`config.mk`:
```
export PLATFORM = sky130hd
export DESIGN_NAME = priority_encoder_seq
export DESIGN_NICKNAME = d
export VERILOG_FILES = /design/src/rtl/priority_encoder_seq.sv
export SDC_FILE = /design/constraint.sdc
export NUM_CORES = 1
export LEC_CHECK = 0
export ABC_AREA = 1
export CAP_MARGIN = 20
export CORE_MARGIN = 2
export CORE_UTILIZATION = 25
export DETAILED_ROUTE_END_ITERATION = 6
export PLACE_DENSITY = 0.48
export SETUP_SLACK_MARGIN = 0.1
export SKIP_LAST_GASP = 1
export SYNTH_ARGS = -nofsm -noshare
export SYNTH_HDL_FRONTEND = slang
export SYNTH_SLANG_ARGS = --single-unit
export TNS_END_PERCENT = 1
```
`constraint.sdc`:
```
create_clock -name clk -period 3.84 [get_ports clk]
set_input_delay 0.576 -clock clk [delete_from_list [all_inputs] [get_ports clk]]
set_output_delay 0.576 -clock clk [all_outputs]
set_load 0.01 [all_outputs]
```
`src/rtl/priority_encoder_seq.sv`:
```
// Registered priority encoder: merges requests into a pending set and issues one index per
// valid/ready transfer. Define PRIORITY_ENC_RR_EN for round-robin instead of fixed MSB-first.
module priority_encoder_seq #(
    parameter int unsigned WIDTH = 8,
    parameter int unsigned IDXW  = $clog2(WIDTH)
) (
    input  logic             clk,
    input  logic             rst,
    input  logic             en,
    input  logic             clear,
    input  logic [WIDTH-1:0] req_in,
    input  logic             ready,
    output logic             valid,
    output logic [IDXW-1:0]  idx_out,
    output logic [IDXW:0]    pend_cnt
);

    logic [WIDTH-1:0] pending_q, pending_d;
    logic [WIDTH-1:0] cand;
    logic [IDXW-1:0]  winner;
    logic [IDXW:0]    cnt_d;
    logic             xfer, load, any;

`ifdef PRIORITY_ENC_RR_EN
    logic [IDXW-1:0] ptr_q;

    // Descend from ptr-1, wrapping below 0 to WIDTH-1; first set bit wins.
    always_comb begin
        int pos;
        logic found;
        winner = '0;
        found  = 1'b0;
        for (int k = 0; k < int'(WIDTH); k++) begin
            pos = int'(ptr_q) - 1 - k;
            if (pos < 0) pos = pos + int'(WIDTH);
            if (!found && cand[pos]) begin
                winner = IDXW'(pos);
                found  = 1'b1;
            end
        end
    end
`else
    always_comb begin
        winner = '0;
        for (int i = 0; i < int'(WIDTH); i++) begin
            if (cand[i]) winner = IDXW'(i);
        end
    end
`endif

    assign xfer = valid && ready;
    assign load = en && !clear && (!valid || ready);
    assign cand = pending_q | (en ? req_in : '0);
    assign any  = |cand;

    always_comb begin
        pending_d = cand;
        if (clear) begin
            pending_d = '0;
        end else if (load) begin
            pending_d = any ? (cand & ~(WIDTH'(1) << winner)) : '0;
        end
    end

    always_comb begin
        cnt_d = '0;
        for (int i = 0; i < int'(WIDTH); i++) begin
            cnt_d = cnt_d + (IDXW+1)'(pending_d[i]);
        end
    end

    always_ff @(posedge clk) begin
        if (rst) begin
            valid     <= 1'b0;
            idx_out   <= '0;
            pending_q <= '0;
            pend_cnt  <= '0;
`ifdef PRIORITY_ENC_RR_EN
            ptr_q     <= '0;
`endif
        end else begin
            pending_q <= pending_d;
            pend_cnt  <= cnt_d;
            if (load) begin
                valid <= any;
                if (any) begin
                    idx_out <= winner;
`ifdef PRIORITY_ENC_RR_EN
                    ptr_q   <= winner;
`endif
                end
            end else if (xfer) begin
                valid <= 1'b0;
            end
        end
    end

endmodule

```
### Yosys cells after proc, flatten, opt, wreduce, memory -nomap -nowiden

Index checks and enable logic that the tools add are counted.

| word-level totals | value |
|---|---|
| input bits | 13 |
| word-level logic and storage cells | 37 |
| output and inout port bits | 8 |
| bits in registers | 16 |

| cells by class | value |
|---|---|
| bitwise logic cells | 3 |
| shift operators | 1 |
| $add $sub $neg | 7 |
| multiplexer cells | 13 |
| reductions and logical operators | 9 |

Operator list:

| operator | number |
|---|---|
| 8-bit 2-to-1 mux | 4 |
| 3-bit 2-to-1 mux | 6 |
| 4-bit by 1-bit adder with 4-bit output | 4 |
| 8-bit AND | 1 |
| 8-bit inverter | 1 |
| 8-bit OR | 1 |
| 8-bit OR reduction | 1 |
| 1-bit by 3-bit left shift with 8-bit output, first input constant | 1 |
| 3-bit by 1-bit adder with 4-bit output | 1 |
| 2-bit by 1-bit adder with 3-bit output | 1 |
| 1-bit logical AND | 3 |
| 1-bit 2-to-1 mux | 3 |
| 1-bit by 1-bit adder with 2-bit output | 1 |
| 1-bit zero test | 2 |
| 2-bit AND reduction | 1 |
| 2-bit nonzero test | 1 |
| 1-bit logical OR | 1 |

### Depth between registers and ports, before layout

Gate-level depths: netlist of the first run.

| depth | value |
|---|---|
| word-level depth | 22 |
| mapped depth | 20 |
| depth with buffers taken out | 19 |

### Least setup slack after synthesis of the first run

OpenSTA, ideal clock, no wires.

| timing path | value |
|---|---|
| path type | input port to flip-flop |
| from | input port en |
| to | register pend_cnt[2] |
| arrival time | 3532 ps |
| required time | 3709 ps |
| slack | 177 ps |
| path buffers | 1 |
| setup time | 131 ps |
| stages on the path | 19 |
| path through | buf_6 -> nand2_4 -> nand2_4 -> nor2_8 -> nand2_4 -> nor2_4 -> inv_2 -> nand2_1 -> nand2_1 -> nand2_2 -> fa_1 -> fa_1 -> inv_1 -> fa_1 -> ha_1 -> inv_1 -> fa_1 -> xor2_1 -> nor2_1 |

| on the way | value |
|---|---|
| longest elaborated chain between the ends | 22 |
| elaborated cells on any way between the ends | 25 |
| those cells by class | 7 x add/sub; 1 x shift; 11 x mux; 3 x bitwise; 3 x reduce/logical |

Ends and longest elaborated chain:

| item | RTL line | RTL |
|---|---|---|
| start: declaration | 9 | `input logic en,` |
| 8-bit 2-to-1 mux | 53 | `assign cand = pending_q \| (en ? req_in : '0);` |
| 8-bit OR | 53 |  |
| 1-bit 2-to-1 mux | 46 | `if (cand[i]) winner = IDXW'(i);` |
| 3-bit 2-to-1 mux (6 in series) | 46 |  |
| 1-bit by 3-bit left shift with 8-bit output | 61 | `pending_d = any ? (cand & ~(WIDTH'(1) << winner)) : '0;` |
| 8-bit inverter | 61 |  |
| 8-bit AND | 61 |  |
| 8-bit 2-to-1 mux | 61 |  |
| 8-bit 2-to-1 mux (*) | 60 | `end else if (load) begin` |
| 8-bit 2-to-1 mux (*) | 58 | `if (clear) begin` |
| 1-bit by 1-bit adder with 2-bit output | 68 | `cnt_d = cnt_d + (IDXW+1)'(pending_d[i]);` |
| 2-bit by 1-bit adder with 3-bit output | 68 |  |
| 3-bit by 1-bit adder with 4-bit output | 68 |  |
| 4-bit by 1-bit adder with 4-bit output (3 in series) | 68 |  |
| 4-bit by 1-bit adder with 4-bit output (*) | 68 |  |
| end signal: assignment | 83 | `pend_cnt <= cnt_d;` |
| end: declaration | 15 | `output logic [IDXW:0] pend_cnt` |

Every way passes the cells marked *; elsewhere a longest branch is shown, timed or not.
A chain may end at the register's enable or synchronous reset.

### Worst setup path after layout of the first run

| timing path | value |
|---|---|
| from | input port ready |
| to | register pend_cnt[1] |

| on the way | value |
|---|---|
| longest elaborated chain between the ends | 11 |

Ends and longest elaborated chain:

| item | RTL line | RTL |
|---|---|---|
| start: declaration | 12 | `input logic ready,` |
| 1-bit logical OR (*) | 52 | `assign load = en && !clear && (!valid \|\| ready);` |
| 1-bit logical AND (*) | 52 |  |
| 8-bit 2-to-1 mux (*) | 60 |  |
| 8-bit 2-to-1 mux (*) | 58 |  |
| 1-bit by 1-bit adder with 2-bit output | 68 |  |
| 2-bit by 1-bit adder with 3-bit output | 68 |  |
| 3-bit by 1-bit adder with 4-bit output | 68 |  |
| 4-bit by 1-bit adder with 4-bit output (3 in series) | 68 |  |
| 4-bit by 1-bit adder with 4-bit output (*) | 68 |  |

Marks and branches as above.

==> results of run 1 <==
[cell type report]
| type | count | area share [%] |
|---|---|---|
| timing repair buffer | 50 | 25.7 |
| sequential | 16 | 19.4 |
| inverter | 27 | 6.13 |
| tap | 50 | 3.79 |
| clock buffer | 4 | 3.33 |
| multi-input combinational | 93 | 41.7 |
[state kept, by name, indices dropped and copies added, names as in the netlist]
register / flops
idx_out: 3
pend_cnt: 4
valid: 1
pending_q: 8
[synthesized netlist by cell type]
cell       n  share of area [%]
a21oi_4    3                4.6
nor2_4     2                2.1
a21oi_1    2               0.94
clkbuf_1   1               0.35
nand3_1    6                2.8
nand4_2    1                1.2
fa_1       4                7.5
buf_6      1                1.1
a21oi_2    2                1.6
nand2_4    5                5.3
nor2_8     1                1.9
nor3_1     1               0.47
nand2_2   11                6.4
inv_1     23                8.1
xor2_1     1               0.82
nor2_2     4                2.3
nor2_1    20                7.0
nor4_1     1               0.59
ha_1       3                3.5
dfxtp_1   16                 30
nand2_1   24                8.4
o21ai_1    1               0.47
buf_2      1               0.47
nand4_1    1               0.59
inv_2      4                1.4
[final timing paths]
path	cells after the start	start	endpoint	slack, ns
hold reg to reg	2	idx_out[2]$_SDFFE_PP0P_	idx_out[2]$_SDFFE_PP0P_	0.47
setup / recovery	15	ready	pend_cnt[1]$_SDFF_PP0_	0.15
hold / removal	2	idx_out[2]$_SDFFE_PP0P_	idx_out[2]$_SDFFE_PP0P_	0.47
setup reg to reg	16	pending_q[2]$_SDFF_PP0_	pend_cnt[1]$_SDFF_PP0_	0.38
[layer usage]
layer | vias to the layer above | GRT usage, % | part of all wire (%)
li1 | 518 | - | -
met4 | 0 | 5.88 | 2.1
met2 | 19 | 19.4 | 49
met1 | 454 | 14.3 | 45
met5 | - | 0 | 0
met3 | 5 | 2.03 | 3.4
[worst max-delay path, cell delays in order]
cell and delay (ns):
clkdlybuf4s50_1 0.46, nor2_1 0.04, inv_1 0.07, nand3_2 0.12
nor2_2 0.15, nand2_1 0.08, nand2_2 0.08, fa_1 0.42
fa_1 0.51, inv_2 0.04, fa_1 0.48, ha_2 0.19
inv_2 0.04, fa_2 0.53, nor2_2 0.04
[metrics by stage]
step	utilization, %	TNS (ns)	setup WS (ns)	hold WS [ns]
after CTS	39.8	0	0.0226	0.478
after global routing	40.7	0	0.0211	0.506
after floorplan	-	0	0.177	0.486
after global placement	35.8	-0.965	-0.463	0.458
final	40.7	0	0.149	0.472
after detailed placement	35.8	-1.04	-0.517	0.466
[kinds of logic (layout without fill, tap and decap cells)]
group	count (synthesis)	after routing	synth area share (%)
xor gates and xnor gates	1	1	0.821
and+or+nand+nor	77	77	39.2
AOI/OAI and AO/OA	8	8	7.62
DFF	16	16	30.0
adders and majority gates	7	7	11.0
buffers and inverters	30	81	11.4
[power groups by stage]
| stage | Sequential (mW) | Combinational [mW] | Clock [mW] |
|---|---|---|---|
| global placement | 0.184 | 0.155 | 0 |
| floorplan | 0.188 | 0.0861 | 0 |
| detailed placement | 0.185 | 0.156 | 0 |
| global route | 0.182 | 0.201 | 0.166 |
| CTS | 0.181 | 0.175 | 0.162 |
| finish | 0.181 | 0.181 | 0.155 |
[repair_timing]
action / 4_1_cts / 5_1_grt
hold buffers: 0 / 0
gates resized for setup: 30 / 10
buffers inserted: 8 / 3
pin swaps: 28 / 16
endpoints found under the setup margin: 2 / 2
==> impl_metrics.env, run 1 <==
export IMPL_cp_max_fo=3
export IMPL_drive_above_1_share_pct=43.7
export IMPL_grt_start_max_net_pins=15
export IMPL_ys_seq_elements=16
export IMPL_fin_area_um2=1650
export IMPL_wl_mm=2.57
export IMPL_start_util_pct=26.3
export IMPL_hp_class="reg2reg"
export IMPL_slew_headroom_pct=57.6
export IMPL_drt_wirelength_per_cell_um=10.7
export IMPL_yosysWarnings=0
export IMPL_cts_tree="yes"
export IMPL_drtAntennaViolNets=0
export IMPL_min_period_ns=3.69
export IMPL_p_int_uw=358
export IMPL_overflow=0
export IMPL_grt_pass1_vias=1029
export IMPL_report_final_slew_viol_count=0
export IMPL_path_clk_slew_ns=0.07
export IMPL_dpl_cell_area_um2=1450
export IMPL_die_x_um=69.3
export IMPL_die_h_um=69.3
export IMPL_setup_viol=0
export IMPL_power_density_nw_per_um2=313
export IMPL_peakVddDrop_v=0.000114
export IMPL_fmax_mhz=271
export IMPL_hold_violations=0
export IMPL_clk_latency_ns=0.26
export IMPL_worstSetupPathType="in2reg"
export IMPL_rsz0062_at_grt="yes"
export IMPL_seq_power_share_pct=35.0
export IMPL_switchingPower_uw=159
export IMPL_final_cells=240
export IMPL_syn_area_per_cell_um2=7.68
export IMPL_dp_cells=225
export IMPL_clockPowerShare_pct=30.0
export IMPL_grt_pass1_wl_mm=4.51
export IMPL_synthToLayoutAreaGrowth_pct=54.9
export IMPL_track_usage_pct=11.7
export IMPL_drt_iter0_drc=24
export IMPL_htreeDepth=1
export IMPL_fp_dieArea_um2=4810
export IMPL_numPortBuffers=20
export IMPL_netSwitchingFraction_pct=30.8
export IMPL_drc=0
export IMPL_place_gp_congestion=0.810
export IMPL_syn_cell_area_um2=1070
export IMPL_ys_types=25
export IMPL_layout_area_seq_um2=320
export IMPL_fillers=408
export IMPL_vias=996
export IMPL_end_kind="register"
export IMPL_post_route_period_util_pct=96.1
export IMPL_cts_path_max_buffers=2
export IMPL_cts_buffers=3
export IMPL_cts_sinks=16
export IMPL_ys_seq_area_share_pct=30.0
export IMPL_hpwl_mm=1.93
export IMPL_core_area_um2=4060
export IMPL_tightestPinTransition_ns=0.634
export IMPL_power_uw=517
export IMPL_combPwrFrac_pct=35.0
export IMPL_fp_row_count=23
export IMPL_pin_count=21
export IMPL_multi_input_area_um2=689
export IMPL_nNetsFinal=211
export IMPL_drtPass1Iterations=4
export IMPL_startpoint_type="primary input"
export IMPL_root_buffer="clkbuf_8"
export IMPL_layout_common_cells="28 x buf_4, 20 x nand2_1, 20 x inv_1"
export IMPL_p_leak_nw=0.780
export IMPL_vias_per_cell=4.15
export IMPL_required_ns=3.98
export IMPL_status="finished clean"
export IMPL_antenna_found_initial=0
export IMPL_fin_skew_ns=0.00351
export IMPL_syn_nets=159
export IMPL_postSynthCellCount=139
export IMPL_diodes=0
export IMPL_crit_arrival_ns=3.83
export IMPL_cap_violations=0
export IMPL_layout_commonest_cell="buf_4"
(Power assumes the default switching activity.)
==> inputs of run 2 (changes only) <==
Settings changed: CORE_UTILIZATION 25 to 45, PLACE_DENSITY 0.48 to 0.76.
==> impl_metrics.env, run 2 (synthesis results as in run 1) <==
export IMPL_peakVddDrop_v=0.000226
export IMPL_cts_sinks=16
export IMPL_drtPass1Iterations=4
export IMPL_setup_viol=0
export IMPL_numPortBuffers=20
export IMPL_fp_row_count=17
export IMPL_final_cells=217
export IMPL_hp_class="reg2reg"
export IMPL_cp_max_fo=3
export IMPL_utilization_pct=70.6
export IMPL_hold_violations=0
export IMPL_p_leak_nw=0.760
export IMPL_power_density_nw_per_um2=308
export IMPL_setup_tns_ns=0
export IMPL_start_util_pct=47.8
export IMPL_regMostFlops="pending_q"
export IMPL_fin_skew_ns=0.000703
export IMPL_holdBufCountCts=0
export IMPL_rsz0062_at_grt="yes"
export IMPL_grt_start_max_net_pins=15
export IMPL_layout_common_cells="27 x buf_4, 20 x inv_1, 19 x nand2_1, 19 x nor2_1, 16 x dfxtp_1"
export IMPL_cp_cell_sequence="clkdlybuf4s50_1, nor2_1, inv_1, nand3_2, nor2_2, nand2_1, nand2_2, fa_1, fa_1, inv_2, fa_1, ha_2, inv_2, fa_2, nor2_1"
export IMPL_crit_arrival_ns=3.86
export IMPL_grt_pass1_wl_mm=4.68
export IMPL_place_gp_congestion=0.953
export IMPL_startpoint_type="primary input"
export IMPL_pin_count=21
export IMPL_vias=1099
export IMPL_worstSetupPathType="in2reg"
export IMPL_crit_path_max_incr_delay_ns=0.51
export IMPL_slew_headroom_pct=58.7
export IMPL_htreeDepth=1
export IMPL_drive_above_1_share_pct=43.4
export IMPL_post_route_period_util_pct=95.9
export IMPL_drt_iter0_drc=32
export IMPL_nNetsFinal=210
export IMPL_path_clk_slew_ns=0.10
export IMPL_fmax_mhz=272
export IMPL_crit_top_cell="fa_1"
export IMPL_status="finished clean"
export IMPL_diodes=0
export IMPL_clk_latency_ns=0.30
export IMPL_tightestPinTransition_ns=0.618
export IMPL_min_period_ns=3.68
export IMPL_reg_top3="pending_q x8, pend_cnt x4, idx_out x3"
export IMPL_cts_tree="yes"
export IMPL_antenna_found_initial=0
export IMPL_report_final_slew_viol_count=0
export IMPL_drtAntennaViolNets=0
export IMPL_cpMaxStageDelayCell="fa_1"
export IMPL_core_area_um2=2230
export IMPL_required_ns=4.02
export IMPL_grt_pass1_vias=1120
export IMPL_drc=0
export IMPL_die_h_um=52.7
export IMPL_die_x_um=52.7
export IMPL_end_kind="register"
export IMPL_largest_reg_flops=8
export IMPL_cts_path_max_buffers=2
export IMPL_wl_mm=2.87
export IMPL_fp_dieArea_um2=2780
export IMPL_root_buffer="clkbuf_4"
export IMPL_vias_per_cell=5.06
export IMPL_drt_wirelength_per_cell_um=13.2
export IMPL_cts_buffers=3
export IMPL_synthToLayoutAreaGrowth_pct=47.7
export IMPL_overflow=0
export IMPL_layout_commonest_cell="buf_4"
export IMPL_hpwl_mm=1.90
export IMPL_cap_violations=0
export IMPL_holdWs_ns=0.488
export IMPL_dp_cells=201
export IMPL_track_usage_pct=23.2
-- run 2: cell types whose count changed in the layout (fill, tap and decap cells not counted), sizes merged --
cell	previous run	this run
buf	31	30
-- run 2: repair_timing --
action | 4_1_cts | 5_1_grt
pin swaps | 26 | 18
hold endpoints to repair | 0 | 0
endpoints found under the setup margin | 2 | 2
resized for setup | 27 | 8
buffers inserted | 8 | 4
-- run 2: final cells by class --
cell class | count | area, um2
multi-input combinational | 93 | 674
fill | 175 | 657
timing repair buffer | 49 | 409
sequential | 16 | 320
inverter | 27 | 101
clock buffer | 4 | 36.3
tap | 28 | 35.0
-- run 2: worst paths after layout --
path,start,endpoint,slack [ns],cells after the start
hold reg to reg,idx_out[2]$_SDFFE_PP0P_,idx_out[2]$_SDFFE_PP0P_,0.49,2
setup reg to reg,pending_q[2]$_SDFF_PP0_,pend_cnt[1]$_SDFF_PP0_,0.31,15
setup / recovery,ready,pend_cnt[1]$_SDFF_PP0_,0.16,15
hold / removal,idx_out[2]$_SDFFE_PP0P_,idx_out[2]$_SDFFE_PP0P_,0.49,2
-- run 2: layer usage --
| layer | GRT usage [%] | vias to the layer above | wire length (um) |
|---|---|---|---|
| met4 | 9.40 | 0 | 69 |
| met1 | 25.9 | 528 | 1120 |
| met2 | 43.1 | 45 | 1510 |
| li1 | - | 514 | - |
| met3 | 3.71 | 12 | 169 |
| met5 | 0 | - | 0 |
-- run 2: power breakdown --
part	switching, mW	internal [mW]	leakage (nW)
logic	0.0953	0.0885	0.608
clock network	0.0632	0.0579	0.0210
registers	0.00421	0.177	0.131
total	0.163	0.323	0.760
-- run 2: critical path, delay by kind of cell --
kind | cells | cell delay (ns)
adders and majority gates | 5 | 2.10
buffers and inverters | 4 | 0.60
and+or+nand+nor | 6 | 0.56
-- run 2: per-stage QoR --
stage          worst slack [ns]  cell area, um2  total power, mW
2_1_floorplan             0.177            1070            0.274
3_3_place_gp             -0.422            1410            0.333
3_5_place_dp             -0.539            1410            0.338
4_1_cts                  0.0290            1540            0.473
5_1_grt                 0.00136            1580            0.508
6_report                  0.157            1580            0.486
